===== src/rtl/instr_encoder_loader.sv =====
// RV32I instruction encoder and instruction-RAM loader: packs decoded field bundles into
// 32-bit words and writes them to consecutive word addresses starting at a programmable base.
module instr_encoder_loader #(
    parameter int ADDR_W = 12,
    parameter int DEPTH  = 4096
) (
    input  logic              CPU_CLK,
    input  logic              CPU_RST,
    input  logic              start,
    input  logic [ADDR_W-1:0] base_addr,
    input  logic              finish,
    input  logic              in_valid,
    output logic              in_ready,
    input  logic [6:0]        op,
    input  logic [2:0]        fn3,
    input  logic [6:0]        fn7,
    input  logic [4:0]        rd,
    input  logic [4:0]        rs1,
    input  logic [4:0]        rs2,
    input  logic [31:0]       imm,
    input  logic [2:0]        imm_type,
    output logic              imem_we,
    output logic [ADDR_W-1:0] imem_addr,
    output logic [31:0]       imem_wdata,
    output logic [ADDR_W:0]   count,
    output logic              busy,
    output logic              full,
    output logic              err,
    output logic [1:0]        dbg_state
);

    localparam int CW = ADDR_W + 1;
    localparam logic [ADDR_W:0] DEPTH_C = CW'(DEPTH);

    localparam logic [2:0] T_R = 3'd0;
    localparam logic [2:0] T_I = 3'd1;
    localparam logic [2:0] T_S = 3'd2;
    localparam logic [2:0] T_B = 3'd3;
    localparam logic [2:0] T_U = 3'd4;
    localparam logic [2:0] T_J = 3'd5;

    typedef enum logic [1:0] {
        S_IDLE = 2'd0,
        S_RUN  = 2'd1,
        S_FULL = 2'd2
    } state_t;

    state_t            r_state;
    logic [ADDR_W-1:0] r_ptr;
    logic [ADDR_W:0]   r_count;
    logic              r_we;
    logic [ADDR_W-1:0] r_addr;
    logic [31:0]       r_wdata;
    logic              r_in_ready;
    logic              r_full;
    logic              r_err;
    logic              r_closing;

    logic              w_shift;
    logic              w_fits12;
    logic              w_legal;
    logic [31:0]       w_insn;
    logic              w_accept;
    logic              w_wr_next;
    logic [ADDR_W:0]   w_count_next;
    logic [ADDR_W-1:0] w_ptr_next;
    logic              w_room;

    assign w_shift  = (imm_type == T_I) && (op == 7'b0010011) &&
                      ((fn3 == 3'b001) || (fn3 == 3'b101));
    assign w_fits12 = (imm[31:11] == {21{imm[31]}});

    always_comb begin
        w_insn  = 32'h0;
        w_legal = 1'b0;
        case (imm_type)
            T_R: begin
                w_insn  = {fn7, rs2, rs1, fn3, rd, op};
                w_legal = 1'b1;
            end
            T_I: begin
                if (w_shift) begin
                    w_insn  = {fn7, imm[4:0], rs1, fn3, rd, op};
                    w_legal = (imm[31:5] == 27'h0);
                end else begin
                    w_insn  = {imm[11:0], rs1, fn3, rd, op};
                    w_legal = w_fits12;
                end
            end
            T_S: begin
                w_insn  = {imm[11:5], rs2, rs1, fn3, imm[4:0], op};
                w_legal = w_fits12;
            end
            T_B: begin
                w_insn  = {imm[12], imm[10:5], rs2, rs1, fn3, imm[4:1], imm[11], op};
                w_legal = (imm[31:12] == {20{imm[31]}}) && !imm[0];
            end
            T_U: begin
                w_insn  = {imm[31:12], rd, op};
                w_legal = (imm[11:0] == 12'h0);
            end
            T_J: begin
                w_insn  = {imm[20], imm[10:1], imm[11], imm[19:12], rd, op};
                w_legal = (imm[31:20] == {12{imm[31]}}) && !imm[0];
            end
            default: begin
                w_insn  = 32'h0;
                w_legal = 1'b0;
            end
        endcase
    end

    // The pending write always retires at the next edge, so pointer and count
    // advance exactly when imem_we has been high for a cycle.
    assign w_accept     = in_valid && r_in_ready;
    assign w_wr_next    = w_accept && w_legal;
    assign w_count_next = r_count + CW'(r_we);
    assign w_ptr_next   = r_ptr + ADDR_W'(r_we);
    assign w_room       = (w_count_next + CW'(w_wr_next)) < DEPTH_C;

    always_ff @(posedge CPU_CLK) begin
        if (CPU_RST) begin
            r_state    <= S_IDLE;
            r_ptr      <= '0;
            r_count    <= '0;
            r_we       <= 1'b0;
            r_addr     <= '0;
            r_wdata    <= 32'h0;
            r_in_ready <= 1'b0;
            r_full     <= 1'b0;
            r_err      <= 1'b0;
            r_closing  <= 1'b0;
        end else begin
            r_we    <= 1'b0;
            r_ptr   <= w_ptr_next;
            r_count <= w_count_next;
            case (r_state)
                S_IDLE: begin
                    r_in_ready <= 1'b0;
                    r_full     <= 1'b0;
                    r_closing  <= 1'b0;
                    if (start) begin
                        r_state    <= S_RUN;
                        r_ptr      <= base_addr;
                        r_count    <= '0;
                        r_err      <= 1'b0;
                        r_in_ready <= 1'b1;
                    end
                end
                S_RUN: begin
                    if (w_accept) begin
                        if (w_legal) begin
                            r_we    <= 1'b1;
                            r_addr  <= w_ptr_next;
                            r_wdata <= w_insn;
                        end else begin
                            r_err <= 1'b1;
                        end
                    end
                    if (r_closing) begin
                        r_state    <= S_IDLE;
                        r_in_ready <= 1'b0;
                        r_closing  <= 1'b0;
                    end else if (finish) begin
                        // A word accepted together with finish is still written first.
                        r_in_ready <= 1'b0;
                        if (w_wr_next) begin
                            r_closing <= 1'b1;
                        end else begin
                            r_state <= S_IDLE;
                        end
                    end else if (w_count_next == DEPTH_C) begin
                        r_state    <= S_FULL;
                        r_full     <= 1'b1;
                        r_in_ready <= 1'b0;
                    end else begin
                        r_in_ready <= w_room;
                    end
                end
                S_FULL: begin
                    r_in_ready <= 1'b0;
                    if (finish) begin
                        r_state <= S_IDLE;
                        r_full  <= 1'b0;
                    end
                end
                default: begin
                    r_state    <= S_IDLE;
                    r_in_ready <= 1'b0;
                end
            endcase
        end
    end

    assign in_ready   = r_in_ready;
    assign imem_we    = r_we;
    assign imem_addr  = r_addr;
    assign imem_wdata = r_wdata;
    assign count      = r_count;
    assign busy       = (r_state != S_IDLE);
    assign full       = r_full;
    assign err        = r_err;
    assign dbg_state  = r_state;

endmodule

===== config.mk =====
export PLATFORM = sky130hd
export DESIGN_NAME = instr_encoder_loader
export DESIGN_NICKNAME = d
export VERILOG_FILES = /design/src/rtl/instr_encoder_loader.sv
export SDC_FILE = /design/constraint.sdc
export NUM_CORES = 1
export LEC_CHECK = 0
export ABC_AREA = 1
export CELL_PAD_IN_SITES_DETAIL_PLACEMENT = 2
export CELL_PAD_IN_SITES_GLOBAL_PLACEMENT = 2
export CORE_MARGIN = 10
export CORE_UTILIZATION = 23
export CTS_CLUSTER_SIZE = 25
export DETAILED_ROUTE_END_ITERATION = 12
export GPL_ROUTABILITY_DRIVEN = 0
export PLACE_DENSITY_LB_ADDON = 0.1
export REMOVE_ABC_BUFFERS = 1
export SKIP_LAST_GASP = 1
export SLEW_MARGIN = 15
export SYNTH_ARGS = -nofsm -noshare
export SYNTH_HDL_FRONTEND = slang
export SYNTH_SLANG_ARGS = --single-unit

===== constraint.sdc =====
create_clock -name CPU_CLK -period 2 [get_ports CPU_CLK]
set_clock_uncertainty 0.05 [all_clocks]
set_input_delay 0.4 -clock CPU_CLK [delete_from_list [all_inputs] [get_ports CPU_CLK]]
set_output_delay 0.4 -clock CPU_CLK [all_outputs]
set_load 0.1 [all_outputs]

======== After elaboration in Yosys (flattened, before gate mapping) ========
Index checks and enable logic that the tools add are counted.
storage, ports and cells
  flip-flop bits (word level) ............. 76
  latch bits .............................. 0
  memory bits (writable) .................. 0
  ROM bits ................................ 0
  logic and storage cells ................. 93
  memories kept ........................... 0
operators by class
  $add $sub $neg .......................... 3
  $mul .................................... 0
  divide/modulo/power cells ............... 0
  $lt $le $gt $ge ......................... 1
  eq/ne operators ......................... 23
  shifts and indexed selects .............. 0
  mux-type cells .......................... 34
  bitwise logic cells ..................... 2
  reductions and logical operators ........ 20
operator list
  cell                                                                    number
  32-bit case mux with 6 select lines                                     1
  32-bit two-way mux                                                      1
  27-bit logical NOT                                                      1
  13-bit by 1-bit adder with 13-bit output                                2
  13-bit two-way mux                                                      2
  12-bit two-way mux                                                      2
  20-bit equality test                                                    1
  19-bit equality test                                                    1
  1-bit two-way mux                                                       16
  2-bit != test (second input constant)                                   7
  13-bit equality test (second input constant)                            1
  13-bit < comparator (second input constant)                             1
  12-bit by 1-bit adder with 12-bit output                                1
  12-bit logical NOT                                                      1
  2-bit two-way mux                                                       6
  11-bit equality test                                                    1
  3-bit equality test (second input constant)                             3
  4-bit != test (second input constant)                                   2
  4-bit AND reduction                                                     2
  7-bit by 5-bit equality test with 1-bit output (second input constant)  1
  3-bit by 1-bit equality test with 1-bit output (second input constant)  2
  3-bit by 2-bit equality test with 1-bit output (second input constant)  2
  1-bit logical AND                                                       6
  1-bit case mux with 2 select lines                                      3
  15 further kinds                                                        17

======== Depth between registers and ports, before layout ========
Gate-level depths: netlist of run 1.
  depth in word-level cells ............... 12
  mapped depth ............................ 17

======== Worst setup path after synthesis of run 1 ========
Ideal clock, no wire load.
  path kind ............................... register to register
  start ................................... reg r_state[0] (netlist: dbg_state[0])
  end ..................................... reg r_ptr[9]
  library setup time ...................... 0.057 ns
  data arrival time ....................... 2.593 ns
  setup slack ............................. -0.700 ns
  cell stages (with the launch flop) ...... 9
  clock period less this slack ............ 2.700 ns
  path through ............................ dfxtp_1 > nor2_1 > inv_1 > nor2_1 > inv_1 > clkbuf_1 > o21ai_0 > o21bai_1 > inv_1
between the ends
  cells in the longest elaborated chain, start to end .. 2
RTL lines
  what                    line  RTL
  start, declared         48    state_t r_state;
  start signal, assigned  123   r_state <= S_IDLE;
  start signal, assigned  143   r_state <= S_RUN;
  start signal, assigned  161   r_state <= S_IDLE;
  2-bit logical NOT       137   case (r_state)
  12-bit two-way mux      137
  end signal, assigned    135   r_ptr <= w_ptr_next;
  end signal, assigned    144   r_ptr <= base_addr;
  end, declared           49    logic [ADDR_W-1:0] r_ptr;
Every way passes these cells.
A chain may end at the register's enable or synchronous reset.

======== Final worst setup path of run 1 ========
  start ................................... reg r_we (netlist: imem_we)
  end ..................................... reg r_state[0] (netlist: dbg_state[0])
between the ends
  cells in the longest elaborated chain, start to end .. 4
RTL lines
  what                                      line  RTL
  start, declared                           51    logic r_we;
  start signal, assigned                    126   r_we <= 1'b0;
  start signal, assigned                    134   r_we <= 1'b0;
  start signal, assigned                    153   r_we <= 1'b1;
  13-bit by 1-bit adder with 13-bit output  117   assign w_count_next = r_count + CW'(r_we);
  13-bit equality test                      172   end else if (w_count_next == DEPTH_C) begin
  4-bit != test (no line)                   n/a
  4-bit AND reduction (no line)             n/a
  end signal, assigned                      123
  end signal, assigned                      170   r_state <= S_IDLE;
  end signal, assigned                      173   r_state <= S_FULL;
Every way passes these cells.

==> results of run 1 <==
-- stage by stage --
step / hold WS (ns) / setup TNS [ns] / utilization (%)
5_1_grt: 0.3803 / -1.316 / 42.44
3_5_place_dp: 0.3989 / -26.88 / 38.07
2_1_floorplan: 0.3944 / -39.99 / -
3_3_place_gp: 0.3910 / -24.62 / 38.07
4_1_cts: 0.4091 / -0.008328 / 41.52
6_report: 0.3545 / -0.04097 / 42.44
-- layout make-up --
type	count	area, sq um	share of cell area (%)
multi-input combinational	456	2449	32.34
tap	229	286.5	3.784
sequential	76	1538	20.31
clock inverter	6	112.6	1.487
inverter	82	320.3	4.230
timing repair inverter	1	5.005	0.06609
timing repair buffer	250	2633	34.77
clock buffer	10	229.0	3.024
-- cells in the final DEF (no fill, tap or decap), drive strengths merged --
cell	synthesis	layout
bufbuf	0	1
nand4	16	16
ha	4	4
nor3	9	9
a221oi	8	8
o211ai	2	2
xor2	9	9
nor2	132	132
o21bai	8	8
o21ai	74	74
inv	82	81
dlymetal6s2s	0	7
xnor2	5	5
clkbuf	11	15
nand2	128	128
a2111oi	1	1
nand3	45	45
clkdlybuf4s50	0	39
dlygate4sd2	0	31
a22oi	4	4
dfxtp	76	76
a21boi	1	1
o211a	2	2
clkinv	0	5
a21oi	7	7
buf	9	167
o22ai	1	1
bufinv	0	3
-- per-layer routing --
layer | vias to the layer above | global-route usage [%] | wire (um)
met3 | 9 | 3.799 | 785
met4 | 2 | 3.734 | 135
met5 | - | 0 | 13
li1 | 2530 | - | -
met1 | 2485 | 17.33 | 8003
met2 | 91 | 32.74 | 11730
-- worst paths after layout --
| path | from | end | slack [ns] | cells past startpoint |
|---|---|---|---|---|
| setup / recovery | imem_we$_SDFF_PP0_ | dbg_state[0]$_SDFFE_PP0P_ | -0.04 | 14 |
| hold / removal | op[1] | imem_wdata[1]$_SDFFE_PP0P_ | 0.35 | 3 |
| setup reg to reg | imem_we$_SDFF_PP0_ | dbg_state[0]$_SDFFE_PP0P_ | -0.04 | 14 |
| hold reg to reg | err$_SDFFE_PP0P_ | err$_SDFFE_PP0P_ | 0.40 | 2 |
-- power groups by stage --
stage	registers, W	clock network (W)	logic (W)
2_1_floorplan	0.00165	0	0.000232
3_3_place_gp	0.00160	0	0.000720
3_5_place_dp	0.00160	0	0.000738
4_1_cts	0.00157	0.00195	0.000737
5_1_grt	0.00157	0.00202	0.000816
6_report	0.00157	0.00190	0.000746
-- worst max-delay path: cells and delay by family, from the launching register on --
kind	cells	cell delay, ns
and+or+nand+nor	10	1.03
DFF	1	0.36
buffers and inverters	3	0.32
adders and majority gates	1	0.17
-- kinds of logic after synthesis --
family | Yosys count | synth area share, %
and+or+nand+nor | 330 | 33.01
AOI/OAI and AO/OA | 108 | 15.81
buffers and inverters | 102 | 10.39
DFF | 76 | 36.63
xor gates and xnor gates | 14 | 2.952
adders and majority gates | 4 | 1.205
-- state kept, by name, summed over array words and instances, names as in the netlist --
register	cells
imem_addr	12
dbg_state	2
full	1
err	1
count	13
r_ptr	12
in_ready	1
r_closing	1
imem_wdata	32
imem_we	1
-- repair_timing --
action                     CTS  global route
setup endpoints to repair   52            52
gates cloned                 2             1
resized for setup          104            69
pin swaps                   26            28
buffers inserted            10             3
==> key figures, run 1 <==
Pwr
  • Total power: 0.004219 W
  • Switch Pwr: 0.001118 W
  • Part of the power in registers: 37.2%
  • Power Density: 557.1 nW/um^2
  • Clock group share of total power: 45.1%
  • Pint: 0.003101 W
  • Comb power frac: 17.7%
  • Worst vdd ir: 371.9 uV
  • Sw Share: 26.51%
  • Leakage: 3.536 nW

Critical path
  • Startpoint Class: flip-flop
  • CP Data Required Time: 2.18 ns
  • Crit. End Element: flip-flop
  • CP Cell Sequence: ha_4, nand3_4, buf_6, nor2_1, nor2_4, buf_4, nor2_2, nand3_1, nor2_1, nand2_1, nand2_2, nand4_1, nand3_1, inv_1
  • CP max FO: 3
  • CP arrival: 2.22 ns
  • WS Path Type: reg -> reg
  • Max incr delay on CP: 0.36 ns
  • CP max-delay cell: dfxtp_4

Clocking
  • Hold-fix buffers, CTS: 0
  • CTS tree: built
  • Cts bufs inserted: 9
  • Root buffer cell: clkbuf_16
  • Worst-skew pair later-pin latency: 0.34 ns
  • H-tree levels: 3
  • Sink Count: 76
  • Worst-path clk slew: 0.06 ns
  • Clk buf depth: 2

Floorplan
  • Die area: 23840 sq um
  • Die H: 154.4 um
  • Row count: 49
  • Initial Util: 23.28%
  • Core ar.: 17840 sq um
  • Die W: 154.4 um
  • Ports: 148

Finish
  • Fin area: 7572 sq um
  • Layout cells sized above 1: 32.01%
  • Area grow syn2layout: 82.29%
  • Final std cells w/o fill: 1110
  • Antenna diodes: 0
  • Fillers: 2019
  • Nets@finish: 964

Drt
  • DR WL/cell: 18.62 um
  • ANT nets after route: 0
  • DR DRC count: 0
  • Via Count: 5117
  • Via/cell ratio: 4.610
  • Initial DRT Pass Iterations: 6
  • Initial DRC Count: 126
  • Detailed Route WL: 20.66 mm

Global routing
  • Vias in the first global route: 5816
  • Initial antenna violation count: 1
  • Pin count of the biggest net entering global routing: 30
  • Grt total ovfl: 0
  • GRT Util Overall: 16.67%
  • First-pass GRT wire length: 31.90 mm

Timing
  • Slew headroom: 66.75%
  • Tmin final: 2.041 ns
  • Post-route setup slack: -0.04097 ns
  • Worst-margin pin slew: 0.4982 ns
  • Finish-stage setup viols: 1
  • Slew Limit Fails: 0
  • RSZ-0062 raised after global routing: true
  • Max Clock Freq: 490.0 MHz
  • Hold Fails Final Rpt: 0
  • Final period util: 102.0%

Logic synthesis
  • Top-count cell post-synth: nor2_1
  • Number of synthesized flops with an enable pin: 0
  • Area leader, netlist: dfxtp_1
  • Register area share after synthesis: 36.63%
  • Synthesized area: 4154 sq um
  • Commonest cells in the netlist: 131 x nor2_1, 125 x nand2_1, 79 x inv_1
  • Yosys cell types: 33
  • Post-Syn Instances: 634
  • Synthesis Warnings: 0
  • Asr flop ratio synth: 0%
  • Synth Flop Type: dfxtp_1
  • Syn avg cell area: 6.552 sq um
  • Post-synth top area share: 36.63%
  • Top post-synthesis cells by area: dfxtp_1 37%, nor2_1 12%, nand2_1 11%
  • Register bit total from synthesis: 76

Status
  • Outcome: finished, violations left
  • Failing checks: setup timing

Place
  • Placed cell area: 6792 sq um
  • Setup WS pre-CTS: -0.6142 ns
  • Number of buffers inserted by port buffering: 147
  • Final HPWL DP: 15.98 mm
  • Placed cells: 1078

Flow run
  • Max_cap viols: 0

Worst hold path
  • Hold Crit Class: in -> reg
Note: power is estimated with default switching activity, not from simulation.
==> run 2, diff against run 1 <==
- GPL_ROUTABILITY_DRIVEN: 0 -> 1
==> results of run 2 <==
Final layout, timing and power as in run 1 (identical DEF).
